$ cat src/rtl/bcd_dec_pkg.sv
// bcd_dec_pkg: shared state encoding and decode constants for bcd_dec_scan
package bcd_dec_pkg;
  typedef enum logic {IDLE, SCAN} state_e;
  localparam logic [3:0] BCD_MAX = 4'd9;
  localparam logic [9:0] Y_OFF = 10'h3FF;
endpackage

$ cat src/rtl/bcd_dec_1of10.sv
// bcd_dec_1of10: combinational BCD to active-low one-of-ten decoder
//   bcd : 4-bit digit code
//   y_n : bit n low for value n; codes above 9 drive all outputs high
module bcd_dec_1of10 import bcd_dec_pkg::*; (
  input  logic [3:0] bcd,
  output logic [9:0] y_n
);
  always_comb y_n = (bcd <= BCD_MAX) ? ~(10'd1 << bcd) : Y_OFF;
endmodule

$ cat src/rtl/bcd_dec_scan.sv
// bcd_dec_scan: time-multiplexed multi-digit BCD-to-decimal decoder
//   clk, rst_n               : clock, async active-low reset
//   load_valid/load_ready    : word handshake, bcd_in packed BCD (digit 0 in [3:0])
//   y_n, dig_sel, dig_idx    : registered active-low code, one-hot strobe, digit index
//   frame_done, bcd_err      : last-cycle-of-frame pulse, active word holds a code above 9
//   BCD_DEC_SCAN_LZB_EN      : define to blank leading zero digits (digit 0 never blanked)
module bcd_dec_scan import bcd_dec_pkg::*; #(
  parameter int DIGITS = 4,
  parameter int SCAN_DIV = 4,
  parameter bit CONTINUOUS = 1'b1,
  localparam int IW = DIGITS > 1 ? $clog2(DIGITS) : 1,
  localparam int CW = SCAN_DIV > 1 ? $clog2(SCAN_DIV) : 1
) (
  input  logic                  clk,
  input  logic                  rst_n,
  input  logic                  load_valid,
  output logic                  load_ready,
  input  logic [4*DIGITS-1:0]   bcd_in,
  output logic [9:0]            y_n,
  output logic [DIGITS-1:0]     dig_sel,
  output logic [IW-1:0]         dig_idx,
  output logic                  frame_done,
  output logic                  bcd_err
);
  state_e state_q, state_d;
  logic [4*DIGITS-1:0] active_q, active_d, pend_q, pend_d;
  logic pend_full_q, pend_full_d;
  logic [IW-1:0] idx_q, idx_d;
  logic [CW-1:0] cnt_q, cnt_d;
  logic [9:0] y_n_q, y_n_d, dec_y_n;
  logic [DIGITS-1:0] dig_sel_q, dig_sel_d;
  logic frame_done_q, frame_done_d, bcd_err_q, bcd_err_d;
  logic scan, fend, wrap, acc, take_pend, take_in, blank;
  logic [3:0] digit;
  // frame_done_q is exactly the frame-end condition of the current cycle
  always_comb begin
    scan = state_q == SCAN;
    fend = frame_done_q;
    wrap = cnt_q == CW'(SCAN_DIV - 1);
    acc = load_valid && !pend_full_q;
    take_pend = fend && pend_full_q;
    take_in = acc && (!scan || fend);
    active_d = take_pend ? pend_q : take_in ? bcd_in : active_q;
    pend_d = (acc && scan && !fend) ? bcd_in : pend_q;
    pend_full_d = scan && !fend && (pend_full_q || acc);
    state_d = (take_pend || take_in || (scan && (!fend || CONTINUOUS))) ? SCAN : IDLE;
    cnt_d = (scan && !wrap) ? cnt_q + 1'b1 : '0;
    idx_d = (!scan || fend) ? '0 : idx_q + IW'(wrap);
    digit = active_d[4*idx_d +: 4];
  end
  bcd_dec_1of10 u_dec (.bcd(digit), .y_n(dec_y_n));
  // outputs are registered from next-state values so they align with idx_q/cnt_q
  always_comb begin
    bcd_err_d = 1'b0;
    for (int i = 0; i < DIGITS; i++) bcd_err_d = bcd_err_d | (active_d[4*i +: 4] > BCD_MAX);
`ifdef BCD_DEC_SCAN_LZB_EN
    blank = digit == 4'd0 && idx_d != '0;
    for (int i = 0; i < DIGITS; i++) if (i > int'(idx_d) && active_d[4*i +: 4] != 4'd0) blank = 1'b0;
`else
    blank = 1'b0;
`endif
    y_n_d = (state_d == SCAN && !blank) ? dec_y_n : Y_OFF;
    dig_sel_d = (state_d == SCAN) ? DIGITS'(1) << idx_d : '0;
    frame_done_d = state_d == SCAN && idx_d == IW'(DIGITS - 1) && cnt_d == CW'(SCAN_DIV - 1);
  end
  always_ff @(posedge clk or negedge rst_n)
    if (!rst_n) begin
      state_q <= IDLE;
      active_q <= '0;
      pend_q <= '0;
      pend_full_q <= 1'b0;
      idx_q <= '0;
      cnt_q <= '0;
      y_n_q <= Y_OFF;
      dig_sel_q <= '0;
      frame_done_q <= 1'b0;
      bcd_err_q <= 1'b0;
    end else begin
      state_q <= state_d;
      active_q <= active_d;
      pend_q <= pend_d;
      pend_full_q <= pend_full_d;
      idx_q <= idx_d;
      cnt_q <= cnt_d;
      y_n_q <= y_n_d;
      dig_sel_q <= dig_sel_d;
      frame_done_q <= frame_done_d;
      bcd_err_q <= bcd_err_d;
    end
  assign load_ready = !pend_full_q;
  assign y_n = y_n_q;
  assign dig_sel = dig_sel_q;
  assign dig_idx = idx_q;
  assign frame_done = frame_done_q;
  assign bcd_err = bcd_err_q;
endmodule
$ cat config.mk
export PLATFORM = sky130hd
export DESIGN_NAME = bcd_dec_scan
export DESIGN_NICKNAME = d
export VERILOG_FILES = /design/src/rtl/bcd_dec_pkg.sv /design/src/rtl/bcd_dec_1of10.sv /design/src/rtl/bcd_dec_scan.sv
export SDC_FILE = /design/constraint.sdc
export NUM_CORES = 1
export LEC_CHECK = 0
export ABC_AREA = 1
export BUFFER_PORTS_ARGS = -buffer_cell sky130_fd_sc_hd__buf_2
export CORE_ASPECT_RATIO = 0.9
export CORE_MARGIN = 8
export CORE_UTILIZATION = 32
export DETAILED_ROUTE_END_ITERATION = 10
export PLACE_DENSITY = 0.54
export SYNTH_ARGS = -nofsm -noshare
export SYNTH_HDL_FRONTEND = slang
export SYNTH_HIERARCHICAL = 1
export SYNTH_SLANG_ARGS = --single-unit
$ cat constraint.sdc
create_clock -name clk -period 3.5 [get_ports clk]
set_input_delay 0.525 -clock clk [delete_from_list [all_inputs] [get_ports clk]]
set_output_delay 0.525 -clock clk [all_outputs]
set_load 0.005 [all_outputs]
# Yosys cells after proc, flatten, opt, wreduce, memory -nomap -nowiden

Cells that the tools add are included.

Register bits: 54
Input bits: 19
Output and inout port bits: 19
Logic and storage cells: 53

Add/sub/neg operators: 2
$lt $le $gt $ge: 5
Eq/ne operators: 3
Shift-type cells: 3
Muxes and demuxes: 8
Bitwise gates (word level): 4
Reductions and logical operators: 18

Operators by type and width:

| kind                                              | number |
|---|---|
| two-way mux 16 bit                                | 2 |
| two-way mux 10 bit                                | 2 |
| > comparator 4 bit (second input constant)        | 4 |
| indexed part select 16 x 5 -> 4 bit               | 1 |
| logical AND 1 bit                                 | 10 |
| inverter 10 bit                                   | 1 |
| << shifter 1 x 4 -> 10 bit (first input constant) | 1 |
| equality test 2 bit (second input constant)       | 3 |
| <= comparator 4 bit (second input constant)       | 1 |
| logical NOT 1 bit                                 | 4 |
| logical OR 1 bit                                  | 4 |
| two-way mux 2 bit                                 | 2 |
| two-way mux 4 bit                                 | 1 |
| << shifter 1 x 2 -> 4 bit (first input constant)  | 1 |
| bitwise OR 1 bit                                  | 3 |
| adder 2 x 1 -> 2 bit                              | 1 |
| adder 2 x 1 -> 2 bit (second input constant)      | 1 |
| two-way mux 1 bit                                 | 1 |

# Depth between registers and ports, before layout

Gate-level depths: netlist of run 1.

Word-level depth: 10
Mapped depth: 14
Mapped depth without buffers: 13

# Modules after synthesis

Netlist of run 1, hierarchy kept.

By module, submodules not included:

| module        | instances | cells each | area an instance (µm²) | seq. area each (µm²) |
|---|---|---|---|---|
| bcd_dec_scan  | 1         | 267        | 2,478.6                | 1,363.8 |
| bcd_dec_1of10 | 1         | 22         | 87.6                   | 0.0 |

# Worst setup path after synthesis of run 1

No wires, ideal clock.

Kind: flip-flop to flip-flop
Start: register cnt_q[0]
End: register y_n_q[5] (netlist: y_n[5])
Library setup time: 0.084 ns
Arrival: 1.868 ns
Data required time: 3.416 ns
Setup slack: 1.548 ns
Stages on the path, launching flop included: 12
Buffers on the path: 0
Period minus slack after synthesis: 1.952 ns
Cell sequence: dfrtp_1 -> ha_1 -> ha_1 -> nand2_2 -> nand2_1 -> inv_1 -> o211ai_1 -> nand4_1 -> inv_1 -> nor2_2 -> nand2_1 -> or2_2

Word-level cells in the longest chain between the ends: 8
Elaborated cells on any way between the ends: 9
Those cells by class: add/sub: 1; order compare: 1; eq/ne: 1; shift: 2; mux: 3; bitwise: 1

RTL lines:

| element                                                     | RTL line           | RTL |
|---|---|---|
| from (decl)                                                 | bcd_dec_scan.sv:29 | `logic [CW-1:0] cnt_q, cnt_d;` |
| from (signal assigned)                                      | bcd_dec_scan.sv:84 | `cnt_q <= cnt_d;` |
| equality test 2 bit (*)                                     | bcd_dec_scan.sv:39 | `wrap = cnt_q == CW'(SCAN_DIV - 1);` |
| adder 2 x 1 -> 2 bit (*)                                    | bcd_dec_scan.sv:48 | `idx_d = (!scan \|\| fend) ? '0 : idx_q + IW'(wrap);` |
| two-way mux 2 bit (*)                                       | bcd_dec_scan.sv:48 |  |
| indexed part select 16 x 5 -> 4 bit (*)                     | bcd_dec_scan.sv:49 | `digit = active_d[4*idx_d +: 4];` |
| named net digit[0]                                          | bcd_dec_scan.sv:34 | `logic [3:0] digit;` |
| branches (longest 2 deep; another with <= comparator 4 bit) | n/a                |  |
| two-way mux 10 bit (*)                                      | bcd_dec_1of10.sv:8 | `always_comb y_n = (bcd <= BCD_MAX) ? ~(10'd1 << bcd) : Y_OFF;` |
| named net dec_y_n[5]                                        | bcd_dec_scan.sv:30 | `logic [9:0] y_n_q, y_n_d, dec_y_n;` |
| two-way mux 10 bit (*)                                      | bcd_dec_scan.sv:62 | `y_n_d = (state_d == SCAN && !blank) ? dec_y_n : Y_OFF;` |
| named net y_n_d[5]                                          | bcd_dec_scan.sv:30 |  |
| to (signal assigned)                                        | bcd_dec_scan.sv:85 | `y_n_q <= y_n_d;` |
| to (decl)                                                   | bcd_dec_scan.sv:30 |  |

Mark *: on every way through the listed nets, which the timed path passes.
A chain may end at the register's enable or synchronous reset.

# Final worst setup path of run 1

Start: register frame_done_q (netlist: frame_done)
End: register y_n_q[4] (netlist: y_n[4])

Word-level cells in the longest chain between the ends: 9
Elaborated cells on any way between the ends: 15
Those cells by class: order compare: 1; shift: 2; mux: 6; bitwise: 1; reduce/logical: 5

RTL lines:

| element                                                     | RTL line           | RTL |
|---|---|---|
| from (decl)                                                 | bcd_dec_scan.sv:32 | `logic frame_done_q, frame_done_d, bcd_err_q, bcd_err_d;` |
| from (signal assigned)                                      | bcd_dec_scan.sv:87 | `frame_done_q <= frame_done_d;` |
| logical OR 1 bit                                            | bcd_dec_scan.sv:42 | `take_in = acc && (!scan \|\| fend);` |
| logical AND 1 bit                                           | bcd_dec_scan.sv:42 |  |
| two-way mux 16 bit                                          | bcd_dec_scan.sv:43 | `active_d = take_pend ? pend_q : take_in ? bcd_in : active_q;` |
| two-way mux 16 bit (*)                                      | bcd_dec_scan.sv:43 |  |
| named net active_d[13]                                      | bcd_dec_scan.sv:26 | `logic [4*DIGITS-1:0] active_q, active_d, pend_q, pend_d;` |
| indexed part select 16 x 5 -> 4 bit (*)                     | bcd_dec_scan.sv:49 |  |
| named net digit[1]                                          | bcd_dec_scan.sv:34 |  |
| branches (longest 2 deep; another with <= comparator 4 bit) | n/a                |  |
| two-way mux 10 bit (*)                                      | bcd_dec_1of10.sv:8 |  |
| named net dec_y_n[4]                                        | bcd_dec_scan.sv:30 |  |
| two-way mux 10 bit (*)                                      | bcd_dec_scan.sv:62 |  |
| named net y_n_d[4]                                          | bcd_dec_scan.sv:30 |  |

Marked as above.

==> implementation parameters, run 1 <==
Parameter                              Value

Timing
  Endpoints failing hold    0
  Final Cycle Share    71.5%
  FMAX    0.400 GHz
  Total of endpoints with negative setup slack in the final report    0
  Worst slew slack as a fraction of its limit    47.6%
  Unrepaired setup endpoints after global routing    false
  Layout Skew    10.7 ps
  Final critical-path required period    2500 ps
  Least-Margin Pin Slew    787 ps
  Max-slew violation total from the final report    0
  Accumulated negative setup slack    0 ps

Placed design
  Sum of net half-perimeters after detailed placement    4.30 mm
  Final Wtd Congestion    0.781
  Port-buffer cells    37

Floorplanning
  Core Area    0.00791 mm²
  Initial cell density of the core    32.4%
  Chip Width    110 µm
  Row count    31
  Full die area    0.0111 mm²
  DIE HEIGHT    101 µm
  Num ports    38

Synth
  Mean instance size in the synthesized netlist    8.88 µm²
  Post-synthesis cell type count    30
  Syn Inst Count    289
  Most frequently used flop master after synthesis    sky130_fd_sc_hd__dfrtp_1
  Number of enable flip-flop cells after synthesis    0
  Most common cell in the netlist    sky130_fd_sc_hd__nand2_1
  Share of the yosys chip area belonging to registers    53.1%
  Count of state elements after synthesis    54
  Cell area after synthesis    0.00257 mm²
  Most area-hungry cell type in the Yosys netlist    sky130_fd_sc_hd__dfrtp_1
  Commonest cells in the netlist    sky130_fd_sc_hd__nand2_1 (74), sky130_fd_sc_hd__dfrtp_1 (44), sky130_fd_sc_hd__inv_1 (38)
  Net Count, Synth    310
  Post-synth ARST share    100%
  Yosys top cell area share    42.9%
  Synth top area cells    sky130_fd_sc_hd__dfrtp_1 (43%), sky130_fd_sc_hd__nand2_1 (11%), sky130_fd_sc_hd__dfstp_2 (10%), sky130_fd_sc_hd__inv_1 (5.6%), sky130_fd_sc_hd__nand2_2 (3.7%)
  Yosys Warn Count    6

Critical path
  Logic depth of the worst register-to-register path    10
  Endpoint type of the worst setup path    flip-flop
  Destination of the worst register-to-register timing path    y_n[4]
  Data required time of the worst path    3730 ps
  WP data arrival    2730 ps
  Setup slack of the worst register-to-register path    1000 ps
  Crit Reg-Reg Startpoint    frame_done
  Maximum net fanout on the critical path    26
  WS Path Type    flip-flop to flip-flop
  Setup crit start kind    flip-flop

GRT
  Total global routing overflow    0
  Tot GR Track Use    11.3%
  Vias in the first global route    1959
  Wire length of the first global-routing pass    10.0 mm
  Number of antenna violations at the first check in global routing    0
  Maximum number of pins on one net before global-route repair    37

Layout
  Total of fill cells in the finished design    861
  Area growth from synthesis to layout    14.1%
  Share of final-layout standard cells stronger than drive strength 1    32.6%
  Post-layout net count    348
  Antenna Diode Count    0

CTS
  Resized cells post-CTS    0
  Number of buffers inserted by post-CTS setup repair    0
  Hold buffer count at CTS    0
  Clock buffers created by TritonCTS    5
  TritonCTS clock tree    done
  Clock slew at reported path FFs    100 ps
  Count of clock tree sinks    54
  Deepest level of the CTS H-tree    2
  Cell chosen for the clock root    sky130_fd_sc_hd__clkbuf_8
  Maximum buffer depth of the clock tree    2
  Clock latency of the later-clocked register in the worst-skew pair    300 ps

Power and ir drop
  Total power divided by cell area    948 mW/mm²
  Total design power    2780 µW
  VDD IR-drop max    0.315 mV
  Leak Pwr    0.00149 µW

Run
  Total of max-cap violations    0

Worst hold path
  Hold Crit Class    input pin to async pin

Detailed routing
  Per-cell via count in the routed design    4.46
  Number of routed nets with antenna violations    0
  Number of remaining DRC errors    0
  Total routed wirelength    5.79 mm
  Number of detailed-routing iterations run before antenna repair    4
  Mean routed wirelength per cell    13.6 µm
  Via Count    1904
  1st-iter DRT viols    64

Outcome
  Status    complete, no violations
[area by class of cell]
| cell class | instances | area, µm² | area share, % |
|---|---|---|---|
| sequential | 54 | 1360 | 46.6 |
| multi-input combinational | 186 | 996 | 34.0 |
| timing repair buffer | 39 | 200 | 6.83 |
| inverter | 41 | 154 | 5.25 |
| tap | 99 | 124 | 4.23 |
| clock buffer | 7 | 86.3 | 2.95 |
| clock inverter | 1 | 5.00 | 0.171 |
[kinds of logic after synthesis]
logic type               share of synthesized area (%)
AND/OR/NAND/NOR                                   31.0
buffers and inverters                             8.04
multiplexers                                      2.19
flip-flops                                        53.1
adder cells (fa/ha/maj)                          0.975
AO/OA/AOI/OAI                                     4.68
[how the worst max path moves through the flow]
stage,from,endpoint,cells past startpoint
floorplan,cnt_q[0],y_n[5],11
global placement,load_valid,y_n[0],13
detailed placement,load_valid,y_n[4],13
CTS,frame_done,y_n[4],10
global route,frame_done,y_n[0],10
finish,frame_done,y_n[4],10
[routing by layer]
layer	up-vias	part of all wire [%]	GRT usage, %
met5	-	0	0
met2	18	47	17.5
met4	0	0.71	2.15
met1	917	50	15.9
met3	2	2.6	1.92
li1	967	-	-
[worst max-delay path: stages (launching register included)]
cell	delay [ps]
sky130_fd_sc_hd__dfrtp_1	460
sky130_fd_sc_hd__nand2_2	360
sky130_fd_sc_hd__inv_1	430
sky130_fd_sc_hd__nand2_1	90
sky130_fd_sc_hd__nand2_1	120
sky130_fd_sc_hd__inv_1	70
sky130_fd_sc_hd__nand2_1	60
sky130_fd_sc_hd__nand4_1	220
sky130_fd_sc_hd__nor2_1	250
sky130_fd_sc_hd__nand2_1	70
sky130_fd_sc_hd__or2_2	290
[per-stage QoR]
stage / utilization, % / setup slack (ps) / cells / cell area, µm² / hold slack, ps
after floorplan: - / 1550 / 289 / 2570 / 229
after global placement: 35.9 / 858 / 419 / 2840 / 427
after detailed placement: 35.9 / 853 / 419 / 2840 / 432
after CTS: 37.0 / 943 / 427 / 2930 / 326
after global routing: 37.0 / 631 / 427 / 2930 / 351
final: 37.0 / 999 / 427 / 2930 / 298
[where the power goes]
| group | internal, µW | switching [µW] | leakage (µW) |
|---|---|---|---|
| clock | 160 | 204 | 0.0000482 |
| sequential | 901 | 96.3 | 0.000612 |
| combinational | 524 | 893 | 0.000830 |
| total | 1590 | 1190 | 0.00149 |
[placed cells by master, fill, tap and decap left out, types with 5 or more instances in the layout]
cell type and n:
sky130_fd_sc_hd__nand3_2 7, sky130_fd_sc_hd__nand2_1 74, sky130_fd_sc_hd__nor2_2 6, sky130_fd_sc_hd__mux2_2 5
sky130_fd_sc_hd__nand2_2 15, sky130_fd_sc_hd__clkbuf_8 6, sky130_fd_sc_hd__buf_2 37, sky130_fd_sc_hd__a21oi_1 9
sky130_fd_sc_hd__dfrtp_1 44, sky130_fd_sc_hd__nor2_1 16, sky130_fd_sc_hd__dfstp_2 10, sky130_fd_sc_hd__or2_2 11
sky130_fd_sc_hd__nand3_1 18, sky130_fd_sc_hd__inv_1 38
[flip-flops by register name (all words and copies together), names as in the netlist]
name         cells
y_n             10
bcd_err          1
active_q        16
cnt_q            2
pend_full_q      1
dig_sel          4
frame_done       1
pend_q          16
dig_idx          2
scan             1
No activity file was read; power rests on OpenSTA's default activity.
==> run 2: changes to the inputs <==
--- a/config.mk
+++ b/config.mk
@@ -5,7 +5,7 @@
 export SDC_FILE = /design/constraint.sdc
 export NUM_CORES = 1
 export LEC_CHECK = 0
-export ABC_AREA = 1
+export ABC_AREA = 0
 export BUFFER_PORTS_ARGS = -buffer_cell sky130_fd_sc_hd__buf_2
 export CORE_ASPECT_RATIO = 0.9
 export CORE_MARGIN = 8
==> constraint.sdc (replaced) <==
create_clock -name clk -period 2.4 [get_ports clk]
set_input_delay 0.36 -clock clk [delete_from_list [all_inputs] [get_ports clk]]
set_output_delay 0.36 -clock clk [all_outputs]
set_load 0.005 [all_outputs]
==> implementation parameters, run 2 <==
Parameter                              Value

Synth
  Most common cell in the netlist    sky130_fd_sc_hd__dfrtp_1
  Synth top area cells    sky130_fd_sc_hd__dfrtp_1 (44%), sky130_fd_sc_hd__dfstp_2 (10%), sky130_fd_sc_hd__mux2_2 (6.3%), sky130_fd_sc_hd__a211oi_2 (3.0%), sky130_fd_sc_hd__or2_2 (2.5%)
  Net Count, Synth    234
  Yosys top cell area share    43.7%
  Count of state elements after synthesis    54
  Commonest cells in the netlist    sky130_fd_sc_hd__dfrtp_1 (44), sky130_fd_sc_hd__nor2_1 (16), sky130_fd_sc_hd__mux2_2 (14)
  Mean instance size in the synthesized netlist    11.8 µm²
  Number of enable flip-flop cells after synthesis    0
  Share of the yosys chip area belonging to registers    54.1%
  Post-synthesis cell type count    49
  Yosys Warn Count    6
  Post-synth ARST share    100%
  Syn Inst Count    213
  Cell area after synthesis    0.00252 mm²
  Most frequently used flop master after synthesis    sky130_fd_sc_hd__dfrtp_1
  Most area-hungry cell type in the Yosys netlist    sky130_fd_sc_hd__dfrtp_1

CTS
  Deepest level of the CTS H-tree    2
  Clock buffers created by TritonCTS    5
  Clock slew at reported path FFs    100 ps
  Hold buffer count at CTS    0
  TritonCTS clock tree    done
  Cell chosen for the clock root    sky130_fd_sc_hd__clkbuf_8
  Clock latency of the later-clocked register in the worst-skew pair    310 ps
  Maximum buffer depth of the clock tree    2
  Count of clock tree sinks    54

GRT
  Number of antenna violations at the first check in global routing    0
  Total global routing overflow    0
  Wire length of the first global-routing pass    11.0 mm
  Vias in the first global route    2063
  Maximum number of pins on one net before global-route repair    33
  Tot GR Track Use    12.8%

Floorplanning
  Num ports    38
  Chip Width    110 µm
  Row count    30
  DIE HEIGHT    100 µm
  Full die area    0.0110 mm²
  Initial cell density of the core    33.3%
  Core Area    0.00758 mm²

Power and ir drop
  VDD IR-drop max    0.255 mV
  Leak Pwr    0.00152 µW
  Total power divided by cell area    591 mW/mm²

Detailed routing
  Number of routed nets with antenna violations    0
  Via Count    2011
  Per-cell via count in the routed design    5.04
  Mean routed wirelength per cell    17.0 µm
  1st-iter DRT viols    83
  Total routed wirelength    6.79 mm
  Number of detailed-routing iterations run before antenna repair    4
  Number of remaining DRC errors    0

Timing
  Unrepaired setup endpoints after global routing    true
  Least-Margin Pin Slew    762 ps
  Accumulated negative setup slack    -429 ps
  Endpoints failing hold    0
  Max-slew violation total from the final report    0
  Worst slew slack as a fraction of its limit    49.0%
  FMAX    0.395 GHz
  Final Cycle Share    105%
  Layout Skew    6.18 ps
  Final critical-path required period    2530 ps
  Total of endpoints with negative setup slack in the final report    5
  Post-route worst setup slack    -131 ps

Layout
  Most frequent cells in the layout    sky130_fd_sc_hd__buf_4 (46), sky130_fd_sc_hd__dfrtp_1 (43), sky130_fd_sc_hd__buf_2 (37)
  Share of final-layout standard cells stronger than drive strength 1    59.1%
  Most common library cell in the layout ignoring fill and taps    sky130_fd_sc_hd__buf_4
  Share of the core filled with cells    47.4%
  Total of fill cells in the finished design    707
  Area growth from synthesis to layout    42.4%
  Antenna Diode Count    0
  Post-layout net count    323

Critical path
  Setup slack of the worst register-to-register path    -130 ps
  Logic depth of the worst register-to-register path    8
  Beginning of the critical path    scan
  Destination of the worst register-to-register timing path    y_n[2]
  Combined buffer and inverter count along the critical path    1
  Kind of cell adding the most delay to the critical path    compound AO/OA/AOI/OAI gates
  Setup crit start kind    flip-flop
  CP max stage cell    sky130_fd_sc_hd__or4b_4
  Logic depth of the worst setup path including buffers    8
  Endpoint type of the worst setup path    flip-flop
  WS Path Type    flip-flop to flip-flop
  Crit Reg-Reg Startpoint    scan
  Cells along the critical path    buf_6, o21bai_4, a21oi_1, a211oi_2, o32ai_4, a21oi_4, or4b_4, or2_4
  Maximum net fanout on the critical path    10
  WP data arrival    2780 ps
  Data required time of the worst path    2650 ps
  Delay of the slowest cell on the worst path    490 ps

Worst hold path
  Hold Crit Class    input pin to async pin

Placed design
  Sum of net half-perimeters after detailed placement    4.76 mm
  Port-buffer cells    37
  Final Wtd Congestion    0.797

Run
  Total of max-cap violations    0

Outcome
  Violations in the final reports    setup timing
  Status    finished with violations
## run 2: changes by cell type in the layout (fill, tap and decap cells not counted), sizes merged, moves of 7 or more
cell / change
nand2: -87
buf: +54
inv: -37
nand3: -22
mux2: +11
a211oi: +9
o22ai: +9
nor2: -7
o21ai: +7
## run 2: worst register-to-register path, cell delays in order, from the launching register on
cell,delay [ps]
sky130_fd_sc_hd__dfrtp_1,400
sky130_fd_sc_hd__buf_6,140
sky130_fd_sc_hd__o21bai_4,270
sky130_fd_sc_hd__a21oi_1,140
sky130_fd_sc_hd__a211oi_2,440
sky130_fd_sc_hd__o32ai_4,150
sky130_fd_sc_hd__a21oi_4,220
sky130_fd_sc_hd__or4b_4,490
sky130_fd_sc_hd__or2_4,230
## run 2: worst max path at each step
stage | slack, ps | to
2_1_floorplan | -30 | y_n[2]
3_3_place_gp | -210 | y_n[8]
3_5_place_dp | -240 | y_n[1]
4_1_cts | -90 | y_n[8]
5_1_grt | -240 | y_n[2]
6_report | -130 | y_n[2]
## run 2: kinds of logic (layout without fill, tap and decap cells)
| logic type | count (synthesis) | count (layout) | share of synthesized area [%] |
|---|---|---|---|
| fa+ha+maj | 2 | 2 | 0.992 |
| mux | 18 | 18 | 7.94 |
| simple gates | 65 | 66 | 16.2 |
| buf+inv | 17 | 106 | 3.62 |
| flops | 54 | 54 | 54.1 |
| xor+xnor | 1 | 1 | 0.347 |
| compound gates | 56 | 56 | 16.8 |
## run 2: report_power, final
part           total [µW]  leakage, µW  internal [µW]  switching, µW
combinational         452     0.000842            240            212
clock                 615    0.0000514            312            304
sequential           1050     0.000624           1010           39.3
## run 2: repair_timing
item / in CTS / in global routing
endpoints found under the setup margin: 9 / 9
setup buffers: 12 / 7
cloned: 1 / 0
pin swaps: 10 / 18
gates resized for setup: 21 / 32
## run 2: area by class of cell
| type | count | area, µm² | share of cell area [%] |
|---|---|---|---|
| flip-flops and latches | 54 | 1370 | 38.0 |
| well taps | 96 | 120 | 3.34 |
| clock inverters | 2 | 37.5 | 1.05 |
| inverters | 5 | 22.5 | 0.627 |
| clock buffers | 6 | 72.6 | 2.02 |
| repair buffers | 93 | 661 | 18.4 |
| multi-input cells | 143 | 1310 | 36.6 |
## run 2: through the flow
stage | hold WS (ps) | instance area [µm²] | total power [µW] | setup slack, ps | instances
global route | 65.3 | 3590 | 2230 | -236 | 399
CTS | 39.9 | 3420 | 2100 | -89.5 | 395
floorplan | 64.4 | 2580 | 1270 | -33.6 | 213
finish | 29.5 | 3590 | 2120 | -131 | 399
detailed placement | 378 | 3140 | 1440 | -238 | 374
global placement | 395 | 3140 | 1440 | -209 | 374
## run 2: per-layer routing
layer  vias to the layer above  routed length [µm]  global-route usage [%]
li1                        972                   -                       -
met1                       998                3200                    17.7
met2                        34                3220                    19.6
met3                         7                 256                    2.50
met4                         0                 106                    4.15
met5                         -                   0                       0
